$ cat config.mk
export PLATFORM = sky130hd
export DESIGN_NAME = rand_candidate_gen
export DESIGN_NICKNAME = d
export VERILOG_FILES = /design/src/rtl/rand_candidate_gen.sv
export SDC_FILE = /design/constraint.sdc
export NUM_CORES = 1
export LEC_CHECK = 0
export CAP_MARGIN = 20
export CELL_PAD_IN_SITES_DETAIL_PLACEMENT = 0
export CELL_PAD_IN_SITES_GLOBAL_PLACEMENT = 2
export CORE_MARGIN = 3
export CORE_UTILIZATION = 24
export DETAILED_ROUTE_END_ITERATION = 7
export PLACE_DENSITY_LB_ADDON = 0.1
export SETUP_SLACK_MARGIN = 0.5
export SYNTH_ARGS = -nofsm -noshare
export SYNTH_HDL_FRONTEND = slang
export SYNTH_SLANG_ARGS = --single-unit
$ cat constraint.sdc
create_clock -name clk -period 1.29 [get_ports clk]
set_input_delay 0.258 -clock clk [delete_from_list [all_inputs] [get_ports clk]]
set_output_delay 0.258 -clock clk [all_outputs]
set_load 0.005 [all_outputs]
$ cat src/rtl/rand_candidate_gen.sv
// rand_candidate_gen
//   Assembles a WORD_WIDTH-bit RSA prime candidate from two half-word
//   samples of a free-running LFSR stream. The top two bits and the LSB
//   are forced to 1, so the candidate is odd and a product of two
//   candidates has full width. The candidate is handed to the primality
//   tester over a valid/ready handshake.
//
// Parameters
//   WORD_WIDTH  candidate width (even, >= 8); rand_in is WORD_WIDTH/2 bits
//   SAMPLE_GAP  cycles between low-half and high-half samples (>= 1)
//
// Ports
//   clk         system clock, rising edge
//   rst_n       asynchronous active-low reset
//   rand_in     LFSR output, new value every cycle
//   start       request one candidate (IDLE, or PRESENT on acceptance)
//   cand_ready  consumer ready
//   cand_valid  candidate valid
//   candidate   assembled candidate, held stable while cand_valid
//   busy        high in any state other than IDLE
//   reject_cnt  saturating count of candidates dropped by the mod-3 screen
//
// Build option
//   RAND_CAND_DIV3_FILTER_EN  adds a CHECK state that drops multiples of 3
//                             and retries automatically; without it every
//                             assembled candidate is presented and
//                             reject_cnt is tied to 0.

`timescale 1ns/1ps

module rand_candidate_gen #(
  parameter int unsigned WORD_WIDTH = 32,
  parameter int unsigned SAMPLE_GAP = 1
) (
  input  logic                    clk,
  input  logic                    rst_n,
  input  logic [WORD_WIDTH/2-1:0] rand_in,
  input  logic                    start,
  input  logic                    cand_ready,
  output logic                    cand_valid,
  output logic [WORD_WIDTH-1:0]   candidate,
  output logic                    busy,
  output logic [15:0]             reject_cnt
);

  localparam int unsigned HALF = WORD_WIDTH / 2;
  localparam int unsigned GW   = (SAMPLE_GAP > 1) ? $clog2(SAMPLE_GAP) : 1;

  localparam logic [GW-1:0]   GAP_LAST = GW'(SAMPLE_GAP - 1);
  localparam logic [HALF-1:0] LO_FORCE = {{(HALF-1){1'b0}}, 1'b1};
  localparam logic [HALF-1:0] HI_FORCE = {2'b11, {(HALF-2){1'b0}}};

  typedef enum logic [2:0] {
    S_IDLE,
    S_GATHER_LO,
    S_GATHER_HI,
    S_PRESENT
`ifdef RAND_CAND_DIV3_FILTER_EN
    , S_CHECK
`endif
  } state_e;

  state_e                state_q, state_d;
  logic [WORD_WIDTH-1:0] cand_q,  cand_d;
  logic [GW-1:0]         gap_q,   gap_d;

`ifdef RAND_CAND_DIV3_FILTER_EN
  logic [15:0] rej_q, rej_d;

  // Residue mod 3 from base-4 digits: 4 == 1 (mod 3), so the residue is
  // the running sum of 2-bit digits folded back into 0..2.
  function automatic logic [1:0] mod3(input logic [WORD_WIDTH-1:0] v);
    logic [1:0] r;
    logic [2:0] s;
    r = '0;
    for (int unsigned i = 0; i < HALF; i++) begin
      s = {1'b0, r} + {1'b0, v[2*i +: 2]};
      r = (s >= 3'd3) ? 2'(s - 3'd3) : s[1:0];
    end
    return r;
  endfunction
`endif

  always_ff @(posedge clk or negedge rst_n) begin
    if (!rst_n) begin
      state_q <= S_IDLE;
      cand_q  <= '0;
      gap_q   <= '0;
`ifdef RAND_CAND_DIV3_FILTER_EN
      rej_q   <= '0;
`endif
    end else begin
      state_q <= state_d;
      cand_q  <= cand_d;
      gap_q   <= gap_d;
`ifdef RAND_CAND_DIV3_FILTER_EN
      rej_q   <= rej_d;
`endif
    end
  end

  always_comb begin
    state_d = state_q;
    cand_d  = cand_q;
    gap_d   = gap_q;
`ifdef RAND_CAND_DIV3_FILTER_EN
    rej_d   = rej_q;
`endif
    case (state_q)
      S_IDLE: begin
        if (start) state_d = S_GATHER_LO;
      end
      S_GATHER_LO: begin
        cand_d[HALF-1:0] = rand_in | LO_FORCE;
        gap_d            = '0;
        state_d          = S_GATHER_HI;
      end
      S_GATHER_HI: begin
        if (gap_q < GAP_LAST) begin
          gap_d = gap_q + 1'b1;
        end else begin
          cand_d[WORD_WIDTH-1:HALF] = rand_in | HI_FORCE;
`ifdef RAND_CAND_DIV3_FILTER_EN
          state_d = S_CHECK;
`else
          state_d = S_PRESENT;
`endif
        end
      end
`ifdef RAND_CAND_DIV3_FILTER_EN
      S_CHECK: begin
        if (mod3(cand_q) == 2'd0) begin
          if (rej_q != '1) rej_d = rej_q + 1'b1;
          state_d = S_GATHER_LO;
        end else begin
          state_d = S_PRESENT;
        end
      end
`endif
      S_PRESENT: begin
        if (cand_ready) state_d = start ? S_GATHER_LO : S_IDLE;
      end
      default: state_d = S_IDLE;
    endcase
  end

  assign cand_valid = (state_q == S_PRESENT);
  assign busy       = (state_q != S_IDLE);
  assign candidate  = cand_q;
`ifdef RAND_CAND_DIV3_FILTER_EN
  assign reject_cnt = rej_q;
`else
  assign reject_cnt = '0;
`endif

endmodule
==> impl_metrics.env, run 1 <==
export IMPL_outcome="finished, violations left"
export IMPL_violations="negative setup slack"
export IMPL_portBuffers=53
export IMPL_cp_end_kind="register"
export IMPL_timing_final_crit_share_pct=116
export IMPL_final_nets=207
export IMPL_ys_warn_count=0
export IMPL_finalWorstPathRequiredPeriod_ps=1500
export IMPL_maxSlewViolCount=0
export IMPL_hold_path_class="input port to asynchronous set/reset pin"
export IMPL_syn_to_final_growth_pct=48.3
export IMPL_drtAntennaViolNets=0
export IMPL_start_util_pct=25.4
export IMPL_h_tree_depth=2
export IMPL_clk_pin_slew_ps=70
export IMPL_clock_root_buffer="clkbuf_8"
export IMPL_yosysSeqAreaShare_pct=53.4
export IMPL_final_common_cell="dfrtp_1"
export IMPL_ir_drop_mv=0.799
export IMPL_cp_required_ps=1450
export IMPL_hold_violations=0
export IMPL_grt_max_degree=34
export IMPL_die_w_um=86.3
export IMPL_fin_util_pct=37.7
export IMPL_ys_ff_latch=33
export IMPL_tns_ps=-5360
export IMPL_powerDensity_mw_per_mm2=2420
export IMPL_insertion_delay_ps=280
export IMPL_worst_setup_path_start_kind="register"
export IMPL_core_mm2=0.00610
export IMPL_wl_per_cell_um=13.6
export IMPL_synth_cell_types=15
export IMPL_worst_path_most_repeated_cell="buf_6"
export IMPL_grt_pass1_vias=1107
export IMPL_layout_drive_gt1_share_pct=57.5
export IMPL_hold_slack_ps=354
export IMPL_cp_slowest_stage_delay_ps=400
export IMPL_num_vias=999
export IMPL_grt_pass1_wl_um=5710
export IMPL_final_cells=256
export IMPL_die_height_um=86.3
export IMPL_clock_sinks=33
export IMPL_grt_use_total_pct=9.84
export IMPL_ctsLongestPathBuffers=2
export IMPL_gp_congestion=0.795
export IMPL_layout_common_cells="dfrtp_1 (33), buf_2 (31), clkdlybuf4s50_1 (19)"
export IMPL_drt_initial_drc_count=13
export IMPL_drtPass1Iterations=2
export IMPL_cts_made_buffers=5
export IMPL_final_setup_skew_ps=4.88
export IMPL_io_pin_count=70
export IMPL_drt_wl_total_um=3480
export IMPL_setup_slack_ps=-205
export IMPL_setup_viol=35
export IMPL_arrival_ps=1650
export IMPL_synthCells=101
export IMPL_p_leak_nw=1.09
export IMPL_overflow=0
export IMPL_via_per_inst=3.90
export IMPL_rows=28
export IMPL_dpl_cell_count=232
export IMPL_fmax_mhz=669
export IMPL_remaining_drc_errors=0
export IMPL_syn_area_mm2=0.00155
export IMPL_maxCapViolations=0
export IMPL_rsz0062_at_grt="yes"
export IMPL_dieArea_mm2=0.00745
export IMPL_critical_path_max_fanout=3
export IMPL_tritoncts="done"
export IMPL_n_antenna_cell=0
export IMPL_hpwl_um=2340
export IMPL_post_place_ws_ps=-167
export IMPL_syn_area_per_cell_um2=15.3
export IMPL_antenna_found_initial=0
export IMPL_crit_chain="buf_6 > buf_6 > ha_4 > nor2b_4 > a21oi_4 > mux2_4"
export IMPL_path_class="register to register"
export IMPL_slowest_stage="dfrtp_1"
cell families (layout without fill, tap and decap cells):
logic type / after synthesis / count (layout) / synth area share (%)
AO/OA/AOI/OAI: 3 / 3 / 1.37
adder cells (fa/ha/maj): 5 / 5 / 4.04
buffers and inverters: 25 / 90 / 13.3
flip-flops: 33 / 33 / 53.4
multiplexers: 30 / 30 / 25.7
other: 1 / 16 / 0.242
AND/OR/NAND/NOR: 4 / 4 / 2.02
where the power goes:
group	total (mW)	switching [mW]	leakage (nW)	internal [mW]
clock	0.688	0.334	0.0399	0.354
sequential	1.81	0.255	0.381	1.55
combinational	3.07	1.07	0.665	2.00
total	5.56	1.66	1.09	3.90
state kept, by name, indices dropped and copies added (netlist names):
name,cells
candidate,31
state_q,2
layout make-up:
type,count,area [um^2]
Fill cell,628,3800
Clock buffer,5,68.8
Clock inverter,1,5.00
Inverter,4,15.0
Multi-Input combinational cell,58,628
Tap cell,75,93.8
Sequential cell,33,826
Timing Repair Buffer,80,659
what timing repair did:
action                     CTS  global route
hold buffers                 0             0
setup endpoints to repair   67            67
resized for setup          147             6
pin swaps                    2             1
setup buffers               15             3
per-layer routing:
metal | vias to the layer above | global-route usage [%] | routed length, um
met2 | 49 | 15.3 | 1650
li1 | 462 | - | -
met4 | 0 | 2.55 | 10
met3 | 2 | 4.75 | 384
met5 | - | 0 | 0
met1 | 486 | 12.3 | 1440
worst paths after layout:
path / startpoint / to / slack, ps / depth (start not counted)
max in group asynchronous: rst_n / candidate[11] / 760 / 2
setup / recovery: state_q[0] / state_q[1] / -210 / 6
setup reg to reg: state_q[0] / state_q[1] / -210 / 6
hold / removal: rst_n / candidate[12] / 350 / 2
hold reg to reg: candidate[0] / candidate[0] / 480 / 1
min in group clk: candidate[0] / candidate[0] / 480 / 1
cell usage after synthesis, drive strengths merged:
library cell  instances  share of area [%]
conb                  1               0.24
a2bb2oi               1               0.57
inv                   4               0.97
ha                    5                4.0
buf                  21                 12
nor2b                 1               0.89
mux2                 30                 26
dfrtp                33                 53
nor3                  1               0.32
or2                   2               0.81
a21oi                 1               0.32
o211ai                1               0.49
worst max-delay path, delay by kind of cell (launching register included):
kind	cells	cell delay (ps)
buffers and inverters	2	250
AND/OR/NAND/NOR	1	130
multiplexers	1	310
AO/OA/AOI/OAI	1	140
adder cells (fa/ha/maj)	1	150
flip-flops	1	400
stage by stage:
| stage | total power [mW] | area, um^2 |
|---|---|---|
| after floorplan | 3.36 | 1610 |
| after global placement | 4.79 | 2160 |
| after detailed placement | 4.81 | 2160 |
| after CTS | 5.55 | 2260 |
| after global routing | 5.98 | 2300 |
| final | 5.56 | 2300 |
Note: power is estimated with default switching activity, not from simulation.
==> run 2: changes to the inputs <==
--- a/config.mk
+++ b/config.mk
@@ -5,13 +5,14 @@
 export SDC_FILE = /design/constraint.sdc
 export NUM_CORES = 1
 export LEC_CHECK = 0
+export ABC_CLOCK_PERIOD_IN_PS = 1290
 export CAP_MARGIN = 20
 export CELL_PAD_IN_SITES_DETAIL_PLACEMENT = 0
 export CELL_PAD_IN_SITES_GLOBAL_PLACEMENT = 2
 export CORE_MARGIN = 3
 export CORE_UTILIZATION = 24
 export DETAILED_ROUTE_END_ITERATION = 7
-export PLACE_DENSITY_LB_ADDON = 0.1
+export PLACE_DENSITY = 0.81
 export SETUP_SLACK_MARGIN = 0.5
 export SYNTH_ARGS = -nofsm -noshare
 export SYNTH_HDL_FRONTEND = slang
==> run 2 against run 1 <==
Die area is the same. First-iteration DRC count up 23%. Global-route usage shrank 0.67 points. Maximum frequency is 1.5% higher. Wire length decreased by 1.1%. Critical path depth down 2. The run ends with negative hold slack, negative setup slack left. Via count rose by 0.20%. Critical path type is now register to primary output. Sequential power barely moved. Design area is 3.8% higher.
==> impl_metrics.env, run 2 (same netlist as run 1, synthesis figures left out) <==
export IMPL_outcome="finished, violations left"
export IMPL_violations="negative hold slack, negative setup slack"
export IMPL_hold_violations=15
export IMPL_final_setup_skew_ps=9.11
export IMPL_tritoncts="done"
export IMPL_dpl_cell_area_mm2=0.00216
export IMPL_final_nets=209
export IMPL_grt_pass1_vias=1039
export IMPL_cp_slowest_stage_delay_ps=400
export IMPL_overflow=0
export IMPL_dpl_cell_count=232
export IMPL_finalWorstPathRequiredPeriod_ps=1470
export IMPL_insertion_delay_ps=280
export IMPL_ctsLongestPathBuffers=2
export IMPL_setup_viol=34
export IMPL_cp_end_kind="primary output"
export IMPL_r2r_end="state_q[1]"
export IMPL_r2r_cells=6
export IMPL_n_antenna_cell=0
export IMPL_combPwrFrac_pct=53.3
export IMPL_die_height_um=86.3
export IMPL_clk_pin_slew_ps=70
export IMPL_cp_required_ps=1030
export IMPL_setup_slack_ps=-182
export IMPL_arrival_ps=1210
export IMPL_num_vias=1001
export IMPL_drt_initial_drc_count=16
export IMPL_grt_use_total_pct=9.16
export IMPL_power_mw=6.03
export IMPL_rsz0062_at_grt="yes"
export IMPL_drt_wl_total_um=3450
export IMPL_layout_drive_gt1_share_pct=60.0
export IMPL_ir_drop_mv=0.912
export IMPL_worst_path_most_repeated_cell="buf_6"
export IMPL_critical_path_max_fanout=3
export IMPL_die_w_um=86.3
export IMPL_seq_power_share_pct=29.9
export IMPL_slowest_stage="dfrtp_1"
export IMPL_gp_congestion=0.643
export IMPL_maxSlewViolCount=0
export IMPL_maxCapViolations=0
export IMPL_swShare_pct=28.9
export IMPL_drtAntennaViolNets=0
export IMPL_rows=28
export IMPL_start_util_pct=25.4
export IMPL_clock_sinks=33
export IMPL_layout_common_cells="dfrtp_1 (33), buf_2 (33), mux2_4 (19)"
export IMPL_via_per_inst=3.85
export IMPL_final_cells=260
export IMPL_clock_root_buffer="clkbuf_8"
export IMPL_worst_setup_path_start_kind="register"
export IMPL_remaining_drc_errors=0
export IMPL_power_switching_mw=1.74
export IMPL_io_pin_count=70
export IMPL_power_frac_clock_pct=16.8
export IMPL_drtPass1Iterations=3
export IMPL_grt_pass1_wl_um=5260
export IMPL_h_tree_depth=2
export IMPL_timing_final_crit_share_pct=114
export IMPL_hold_slack_ps=-109
export IMPL_timing_rr_start="state_q[0]"
export IMPL_core_mm2=0.00610
export IMPL_portBuffers=53
export IMPL_antenna_found_initial=0
export IMPL_cp_top_family="flip-flops"
export IMPL_hold_path_class="input port to asynchronous set/reset pin"
export IMPL_r2r_slack_ps=-180
export IMPL_path_class="register to primary output"
export IMPL_crit_chain="buf_6 > buf_6 > ha_2 > buf_2"
export IMPL_p_int_mw=4.29
export IMPL_worst_path_buf_inv=3
export IMPL_hpwl_um=2390
export IMPL_dieArea_mm2=0.00745
export IMPL_grt_max_degree=19
export IMPL_fmax_mhz=679
export IMPL_p_leak_nw=1.13
export IMPL_largest_reg_flops=31
export IMPL_syn_to_final_growth_pct=53.9
export IMPL_stdcell_area_mm2=0.00238
export IMPL_post_place_ws_ps=-167
export IMPL_wl_per_cell_um=13.3
export IMPL_cts_made_buffers=5
export IMPL_powerDensity_mw_per_mm2=2530
==> run 2: cell types whose count changed in the layout (fill, tap and decap cells not counted), sizes merged <==
cell,delta
clkinv,-1
buf,+2
dlygate4sd2,-1
bufinv,+1
clkbuf,+4
clkdlybuf4s50,-1
==> run 2: worst max-delay path by stage <==
stage | depth (start not counted) | start | to
2_1_floorplan | 5 | state_q[0] | candidate[16]
3_3_place_gp | 5 | state_q[0] | state_q[1]
3_5_place_dp | 5 | state_q[0] | state_q[1]
4_1_cts | 6 | state_q[0] | state_q[1]
5_1_grt | 4 | state_q[0] | cand_valid
6_report | 4 | state_q[0] | cand_valid
==> run 2: routing by layer <==
layer | vias to the layer above | wire, um | part of all wire, % | global-route usage [%]
li1 | 470 | - | - | -
met1 | 492 | 1480 | 43 | 11.5
met2 | 35 | 1760 | 51 | 15.0
met3 | 4 | 154 | 4.5 | 1.24
met4 | 0 | 56 | 1.6 | 5.38
met5 | - | 0 | 0 | 0
==> run 2: power groups by stage <==
stage | combinational, mW | sequential (mW) | clock [mW]
2_1_floorplan | 1.49 | 1.87 | 0
3_3_place_gp | 2.95 | 1.84 | 0
3_5_place_dp | 2.99 | 1.83 | 0
4_1_cts | 2.89 | 1.80 | 1.05
5_1_grt | 3.47 | 1.86 | 1.09
6_report | 3.22 | 1.80 | 1.01
==> run 2: per-stage QoR <==
step	TNS [ps]	utilization, %	hold WS, ps
after global placement	-2490	35.4	212
after floorplan	-288	-	-37.6
after detailed placement	-2980	35.4	212
after global routing	-4840	39.1	-88.8
after CTS	-3730	37.1	-99.0
final	-3660	39.1	-109
==> run 2: what timing repair did <==
item	4_1_cts	5_1_grt
gates cloned	0	1
pin swaps	2	3
setup buffers	12	7
endpoints found under the hold margin	15	15
setup endpoints to repair	67	67
gates resized for setup	147	14
==> run 2: area by class of cell <==
class                           count  area [um^2]
Multi-Input combinational cell     58          648
Clock inverter                      1         30.0
Inverter                            4         17.5
Sequential cell                    33          826
Fill cell                         606         3710
Tap cell                           75         93.8
Timing Repair Buffer               82          681
Clock buffer                        7         86.3
==> run 3: changes to the inputs <==
--- a/config.mk
+++ b/config.mk
@@ -6,10 +6,9 @@
 export NUM_CORES = 1
 export LEC_CHECK = 0
 export ABC_CLOCK_PERIOD_IN_PS = 1290
-export CAP_MARGIN = 20
 export CELL_PAD_IN_SITES_DETAIL_PLACEMENT = 0
 export CELL_PAD_IN_SITES_GLOBAL_PLACEMENT = 2
-export CORE_MARGIN = 3
+export CORE_MARGIN = 2
 export CORE_UTILIZATION = 24
 export DETAILED_ROUTE_END_ITERATION = 7
 export PLACE_DENSITY = 0.81
==> run 3 against run 2 <==
The run ends with negative setup slack left. Critical path depth grew 2. Utilization grew 0.45 points. Hold slack better by 110 ps. Via count increased by 3.7%. Non-clock buffer count rose by 9. Largest power group unchanged.
==> impl_metrics.env, run 3 (same netlist as run 1, synthesis figures left out) <==
export IMPL_fillers=602
export IMPL_grt_max_degree=34
export IMPL_grt_pass1_vias=973
export IMPL_met2_usage_pct=13.5
export IMPL_die_height_um=84.3
export IMPL_timing_final_crit_share_pct=116
export IMPL_finalWorstPathRequiredPeriod_ps=1490
export IMPL_holdBufCountCts=0
export IMPL_post_place_ws_ps=-161
export IMPL_path_class="register to register"
export IMPL_io_pin_count=70
export IMPL_clk_pin_slew_ps=70
export IMPL_ctsLongestPathBuffers=2
export IMPL_multiInputGateArea_um2=664
export IMPL_gp_congestion=0.637
export IMPL_timing_rr_start="state_q[1]"
export IMPL_drtPass1Iterations=2
export IMPL_outcome="finished, violations left"
export IMPL_die_w_um=84.3
export IMPL_dieArea_mm2=0.00711
export IMPL_cp_slowest_stage_delay_ps=410
export IMPL_use_met3_pct=3.54
export IMPL_h_tree_depth=2
export IMPL_maxSlewViolCount=0
export IMPL_hold_slack_ps=3.28
export IMPL_ir_drop_mv=0.906
export IMPL_fmax_mhz=671
export IMPL_antenna_found_initial=0
export IMPL_cp_required_ps=1450
export IMPL_largest_reg_flops=31
export IMPL_num_vias=1038
export IMPL_insertion_delay_ps=270
export IMPL_layout_common_cells="dfrtp_1 (33), buf_2 (32), buf_4 (22)"
export IMPL_hold_violations=0
export IMPL_syn_to_final_growth_pct=60.3
export IMPL_grt_busiest_layer="met2"
export IMPL_hold_path_class="input port to asynchronous set/reset pin"
export IMPL_setup_viol=34
export IMPL_start_util_pct=24.7
export IMPL_critical_path_max_fanout=3
export IMPL_tritoncts="done"
export IMPL_power_mw=6.29
export IMPL_cp_end_kind="register"
export IMPL_slowest_stage="dfrtp_1"
export IMPL_violations="negative setup slack"
export IMPL_n_antenna_cell=0
export IMPL_clock_sinks=33
export IMPL_worst_setup_path_start_kind="register"
export IMPL_overflow=0
export IMPL_maxCapViolations=0
export IMPL_regArea_um2=826
export IMPL_drt_initial_drc_count=18
export IMPL_cts_made_buffers=5
export IMPL_rows=29
export IMPL_final_common_cell="dfrtp_1"
export IMPL_portBuffers=53
export IMPL_drtAntennaViolNets=0
export IMPL_clock_root_buffer="clkbuf_8"
export IMPL_setup_slack_ps=-201
export IMPL_startpoint="state_q[1]"
export IMPL_crit_chain="buf_6 > buf_6 > ha_4 > nor2b_4 > a21oi_4 > mux2_4"
export IMPL_drt_wl_total_um=3210
export IMPL_arrival_ps=1650
export IMPL_p_leak_nw=1.18
export IMPL_rsz0062_at_grt="yes"
export IMPL_via_per_inst=3.83
export IMPL_final_setup_skew_ps=3.29
export IMPL_groute_layer_met1_usage_pct=11.2
export IMPL_hpwl_um=2070
export IMPL_grt_pass1_wl_um=4860
export IMPL_remaining_drc_errors=0
export IMPL_core_mm2=0.00628
export IMPL_worst_path_most_repeated_cell="buf_6"
export IMPL_layout_drive_gt1_share_pct=62.4
export IMPL_wl_per_cell_um=11.8
export IMPL_final_nets=218
export IMPL_powerDensity_mw_per_mm2=2530
export IMPL_grt_use_total_pct=8.77
[run 3: changes by cell type in the layout (fill, tap and decap cells not counted), sizes merged]
cell	change
buf	+9
bufinv	-1
clkinv	+1
[run 3: layout make-up]
| class | count | share of cell area [%] |
|---|---|---|
| clock inverters | 1 | 0.202 |
| multi-input cells | 58 | 26.8 |
| flip-flops and latches | 33 | 33.3 |
| inverters | 4 | 0.605 |
| well taps | 77 | 3.88 |
| repair buffers | 91 | 31.4 |
| clock buffers | 7 | 3.88 |
[run 3: final timing paths]
check,end,slack (ps),depth (start not counted)
worst max-delay path,state_q[1],-200,6
max in group asynchronous,state_q[1],980,2
min in group clk,candidate[3],500,1
worst min register to register,candidate[3],500,1
worst max register to register,state_q[1],-200,6
worst min-delay path,candidate[13],3,2
[run 3: per-stage QoR]
stage                     instance area, um^2  util (%)  TNS (ps)  instances
after detailed placement                 2160      34.4     -2580        234
after CTS                                2350      37.5     -4750        261
after global placement                   2160      34.4     -2370        234
final                                    2480      39.5     -4600        271
after floorplan                          1610         -      -288        116
after global routing                     2480      39.5     -5930        271
[run 3: repair_timing]
item | in CTS | in global routing
pin swaps | 7 | 5
endpoints found under the setup margin | 67 | 67
gates cloned | 1 | 1
gates resized for setup | 153 | 11
setup buffers | 18 | 9
[run 3: where the power goes]
part           internal, mW  leakage [nW]  switching [mW]
Combinational          2.46         0.743            1.19
Clock                 0.482        0.0542           0.360
Sequential             1.55         0.381           0.246
[run 3: worst max-delay path: cells and delay by family (launching register included)]
| kind | cells | cell delay, ps |
|---|---|---|
| flip-flops | 1 | 410 |
| multiplexers | 1 | 310 |
| buffers and inverters | 2 | 240 |
| adder cells (fa/ha/maj) | 1 | 150 |
| AO/OA/AOI/OAI | 1 | 140 |
| AND/OR/NAND/NOR | 1 | 130 |
[run 3: layer usage]
layer | share of wire [%] | up-vias
met5 | 0 | -
met4 | 0.47 | 0
met3 | 8.2 | 2
met2 | 48 | 43
met1 | 43 | 504
li1 | - | 489
